`src/rtl/track_scroll_pipe.sv`:
```
// Two-stage pixel pipeline: maps screen pixels to a scrolled, upscaled
// background ROM address and returns the colour with matched sync delay.
module track_scroll_pipe #(
    parameter int IMG_W       = 160,
    parameter int IMG_H       = 120,
    parameter int SCALE_SHIFT = 2,
    parameter int ADDR_W      = 15
) (
    input  logic              i_clk,
    input  logic              i_rst,
    input  logic              i_pix_stb,
    input  logic [9:0]        i_x,
    input  logic [8:0]        i_y,
    input  logic              i_hs,
    input  logic              i_vs,
    input  logic              i_active,
    input  logic              i_frame_end,
    input  logic [3:0]        i_speed,
    input  logic              i_pause,
    output logic [ADDR_W-1:0] o_addr,
    input  logic [11:0]       i_data,
    output logic              o_hs,
    output logic              o_vs,
    output logic [11:0]       o_rgb,
    output logic [6:0]        o_scroll
);

    logic [9:0]        col_d;
    logic [8:0]        row_d;
    logic [8:0]        row_src_d;
    logic [8:0]        scroll_ext;
    logic [7:0]        sum_d;
    logic [ADDR_W-1:0] addr_d;
    logic [ADDR_W-1:0] addr_q;
    logic [6:0]        scroll_d;
    logic [6:0]        scroll_q;
    logic              active_q;
    logic              hs_q;
    logic              vs_q;
    logic [11:0]       rgb_q;
    logic              ohs_q;
    logic              ovs_q;

    always_comb begin
        col_d      = i_x >> SCALE_SHIFT;
        row_d      = i_y >> SCALE_SHIFT;
        scroll_ext = {2'b00, scroll_q};
        // Wrap the scrolled row back into the image with one compare/subtract
        if (row_d >= scroll_ext) begin
            row_src_d = row_d - scroll_ext;
        end else begin
            row_src_d = row_d + 9'(IMG_H) - scroll_ext;
        end
        addr_d = '0;
        if (i_active) begin
            addr_d = ADDR_W'(row_src_d) * ADDR_W'(IMG_W) + ADDR_W'(col_d);
        end
        sum_d    = {1'b0, scroll_q} + {4'b0000, i_speed};
        scroll_d = scroll_q;
        if (i_frame_end && !i_pause) begin
            if (sum_d >= 8'(IMG_H)) begin
                scroll_d = 7'(sum_d - 8'(IMG_H));
            end else begin
                scroll_d = 7'(sum_d);
            end
        end
    end

    always_ff @(posedge i_clk) begin
        if (i_rst) begin
            addr_q   <= '0;
            scroll_q <= '0;
            active_q <= 1'b0;
            hs_q     <= 1'b1;
            vs_q     <= 1'b1;
            rgb_q    <= '0;
            ohs_q    <= 1'b1;
            ovs_q    <= 1'b1;
        end else if (i_pix_stb) begin
            addr_q   <= addr_d;
            scroll_q <= scroll_d;
            active_q <= i_active;
            hs_q     <= i_hs;
            vs_q     <= i_vs;
            rgb_q    <= active_q ? i_data : 12'h000;
            ohs_q    <= hs_q;
            ovs_q    <= vs_q;
        end
    end

    assign o_addr   = addr_q;
    assign o_scroll = scroll_q;
    assign o_rgb    = rgb_q;
    assign o_hs     = ohs_q;
    assign o_vs     = ovs_q;

endmodule

```
`config.mk`:
```
export PLATFORM = sky130hd
export DESIGN_NAME = track_scroll_pipe
export DESIGN_NICKNAME = d
export VERILOG_FILES = /design/src/rtl/track_scroll_pipe.sv
export SDC_FILE = /design/constraint.sdc
export NUM_CORES = 1
export LEC_CHECK = 0
export CAP_MARGIN = 20
export CORE_UTILIZATION = 30
export CTS_CLUSTER_SIZE = 20
export DETAILED_ROUTE_END_ITERATION = 7
export GPL_TIMING_DRIVEN = 0
export PLACE_DENSITY_LB_ADDON = 0.12
export SLEW_MARGIN = 20
export SYNTH_ARGS = -nofsm -noshare
export SYNTH_HDL_FRONTEND = slang
export SYNTH_SLANG_ARGS = --single-unit
```
`constraint.sdc`:
```
create_clock -name i_clk -period 7.2 [get_ports i_clk]
set_clock_uncertainty 0.2 [all_clocks]
set_input_delay 1.44 -clock i_clk [delete_from_list [all_inputs] [get_ports i_clk]]
set_output_delay 1.44 -clock i_clk [all_outputs]
set_load 0.02 [all_outputs]
```
==> flow_metrics.py <==
metrics = {
    "placement": {
        "detailed_place_hpwl_um": 6210,
        "place_congestion": 0.765,
        "placed_cells_incl_taps": 547,
        "buffer_ports.inserted": 74,
    },
    "worst_setup_path": {
        "worst-setup-path-type": "in2reg",
        "timing.critical_path.fanout_max": 8,
        "crit_path_start_kind": "primary input",
        "timing.reg2reg.setup_slack_ns": 2.22,
        "required_ns": 7.16,
        "worst_ep_arrival_time_ns": 6.08,
        "worstRegToRegCells": 19,
        "ff_to_ff_start": "o_scroll[2]",
        "setup.worst_path.end_class": "flip-flop",
        "reg2reg_to": "o_addr[14]",
    },
    "final_layout": {
        "area_growth_from_synthesis_to_layout_pct": 34.2,
        "final-instance-count-excl-fill": 555,
        "fill_cells": 947,
        "finalNetCount": 512,
        "n_antenna_cell": 0,
        "drive_gt1_share_pct": 5.40,
    },
    "global_routing": {
        "grt_pass1_wl_um": 12500,
        "global_route.usage.total_pct": 15.4,
        "antenna_found_initial": 0,
        "grt_start_max_net_pins": 14,
        "number_of_global_route_vias_before_repair": 2610,
        "grt.overflow.total": 0,
    },
    "timing": {
        "grt_setup_unrepaired": "no",
        "final.min_clock_period_ns": 6.11,
        "final.period_utilization_pct": 84.9,
        "finalMaxSlewViolations": 0,
        "tns_ns": 0,
        "max_clock_freq_mhz": 164,
        "setup_violations": 0,
        "worst_slew_pin_slew_ns": 0.959,
        "timing_hold_violations_final": 0,
        "slew_headroom_pct": 35.9,
    },
    "pwr": {
        "switching_power_uw": 295,
        "max-vdd-ir-drop_v": 0.0000785,
        "static-leakage-power_uw": 0.00159,
        "p_comb_share_pct": 47.1,
        "power_density_nw_per_um2": 202,
        "clockPowerShare_pct": 23.2,
        "switching_share_pct": 36.6,
        "power.sequential.fraction_pct": 29.7,
        "internal_power_uw": 510,
    },
    "cts": {
        "numCtsBuffers": 5,
        "ctsRootBufferMaster": "clkbuf_8",
        "numClockSinks": 39,
        "clk_path_buf_depth": 2,
        "cts_hold_buffers": 0,
        "post_cts.repair.setup_buffers": 0,
        "h-tree-depth": 2,
        "postCtsResizedCells": 0,
        "cts_tree": "yes",
        "clock_latency_ns": 0.29,
        "clkSlewWorstSetupHoldPaths_ns": 0.09,
    },
    "logic_synthesis": {
        "synth_enable_flop_cells": 0,
        "post-synth-top-count-cell": "nor2_1",
        "post_synth_instance_area_um2": 2960,
        "synth_area_leaders": "dfxtp_1 26%, ha_1 16%, nor2_1 6.1%",
        "postSynthNetCount": 431,
        "yosysTopAreaCellShare_pct": 26.4,
        "ys_seq_elements": 39,
        "synth.cells.most_frequent": "48 x nor2_1, 39 x dfxtp_1, 37 x ha_1, 35 x inv_1, 22 x a22oi_1",
        "most_instantiated_flip_flop_cell_in_the_synthesis_netlist": "dfxtp_1",
        "asyncSetResetFlopFracSynth_pct": 0,
        "synth-warning-count": 0,
        "synth_area_leader_cell": "dfxtp_1",
        "synth.distinct_cells": 52,
        "mean_cell_area_of_the_mapped_netlist_um2": 8.61,
        "sequential_area_share_after_synthesis_pct": 26.4,
        "syn_inst": 344,
    },
    "route": {
        "dr.pass1.iters": 4,
        "via_per_inst": 4.78,
        "drcViolationCount": 0,
        "dr_total_vias": 2653,
        "final_antenna_net_count": 0,
        "wl_per_cell_um": 13.6,
        "drt_wl_total_um": 7570,
        "detailedRoute.firstIterationViolations": 60,
    },
    "floorplanning": {
        "die_width_um": 101,
        "die-area_um2": 10300,
        "num_io_pins": 79,
        "fp-row-count": 35,
        "die_height_um": 101,
        "initial_core_util_pct": 31.5,
        "core-area_um2": 9420,
    },
    "worst_hold_path": {
        "depth_of_the_worst_hold_timing_path": 2,
        "timing.hold.worst.start": "o_addr[13]",
        "hold_path.class": "reg2reg",
        "hold-path-endpoint": "o_addr[13]",
    },
    "outcome": {
        "status": "finished, final reports clean",
    },
    "job": {
        "number_of_max_cap_violations": 0,
    },
}
[worst max-delay path by stage]
stage / start / endpoint / slack (ns) / cells after the start
floorplan: i_y[2] / o_addr[14] / 1.75 / 20
global placement: i_y[2] / o_addr[14] / 0.76 / 21
detailed placement: i_y[2] / o_addr[14] / 0.72 / 21
CTS: i_y[2] / o_addr[14] / 1.04 / 21
global route: i_y[2] / o_addr[14] / 0.69 / 22
finish: i_y[2] / o_addr[14] / 1.09 / 21
[cells by family after synthesis]
logic type                 count (synthesis)  share of synthesized area [%]
AOI/OAI and AO/OA                         91                           23.0
DFF                                       39                           26.4
and+or+nand+nor                          102                           17.6
muxes                                      1                          0.338
buffers and inverters                     48                           6.76
adders and majority gates                 44                           20.4
xor gates and xnor gates                  19                           5.62
[state kept, by name, indices dropped and copies added, names as in the netlist]
name and flops:
o_addr 15, o_rgb 12, o_scroll 7, active_q 1
hs_q 1, o_hs 1, o_vs 1, vs_q 1
[metrics by stage]
step / hold WS [ns] / util (%) / setup WS, ns / instance area (µm²) / total power (µW)
finish: 0.270 / 42.2 / 1.09 / 3980 / 805
global route: 0.287 / 42.2 / 0.694 / 3980 / 871
CTS: 0.269 / 42.2 / 1.04 / 3980 / 817
detailed placement: 0.250 / 41.0 / 0.719 / 3860 / 626
global placement: 0.244 / 41.0 / 0.758 / 3860 / 624
floorplan: 0.231 / - / 1.75 / 2960 / 518
[critical path, stage by stage]
cell             delay (ns)
clkdlybuf4s50_1        0.40
inv_1                  0.06
ha_1                   0.18
inv_1                  0.06
fa_1                   0.45
a21o_1                 0.19
a221oi_2               0.31
o21ba_2                0.17
clkbuf_1               0.27
nor2_1                 0.09
a21oi_1                0.24
ha_1                   0.29
ha_1                   0.21
inv_1                  0.07
fa_1                   0.25
nor2b_4                0.06
o311a_1                0.30
or4b_4                 0.48
o311ai_2               0.11
xor2_1                 0.28
o221ai_1               0.16
[cell usage in the layout, fill, tap and decap left out, types with 4 or more instances in the layout]
master | netlist | routed
clkbuf_8 | 2 | 7
clkbuf_1 | 9 | 9
nand2_1 | 15 | 15
a21o_1 | 8 | 8
o21a_1 | 4 | 4
clkdlybuf4s50_1 | 0 | 74
fa_1 | 7 | 7
xor2_1 | 7 | 7
nor3_1 | 5 | 5
o21ai_0 | 8 | 8
a31oi_1 | 4 | 4
dfxtp_1 | 39 | 39
nor2_1 | 48 | 48
a22oi_1 | 22 | 22
inv_1 | 35 | 35
xnor2_1 | 12 | 12
a21oi_1 | 13 | 13
a211o_1 | 5 | 5
a211oi_1 | 6 | 6
nor2b_1 | 6 | 6
ha_1 | 37 | 37
[power by group through the flow]
stage | registers, µW | logic (µW) | clock network (µW)
floorplan | 260 | 258 | 0
global placement | 244 | 379 | 0
detailed placement | 245 | 381 | 0
CTS | 240 | 384 | 193
global route | 242 | 430 | 200
finish | 240 | 379 | 187
[area by class of cell]
cell class              instances  area (µm²)  share of cell area [%]
flip-flops and latches         39         781                    19.6
well taps                     129         161                    4.06
multi-input cells             257        1980                    49.8
clock buffers                   5        68.8                    1.73
repair buffers                 74         741                    18.6
plain buffers                  11        61.3                    1.54
inverters                      37         139                    3.49
clock inverters                 3        43.8                    1.10
[per-layer routing]
metal,track usage (%),vias to the layer above,wire [µm]
met1,20.4,1223,3650
met5,0,-,0
met2,26.2,51,3580
met3,2.69,6,301
li1,-,1373,-
met4,3.01,0,45
(Power assumes the default switching activity.)
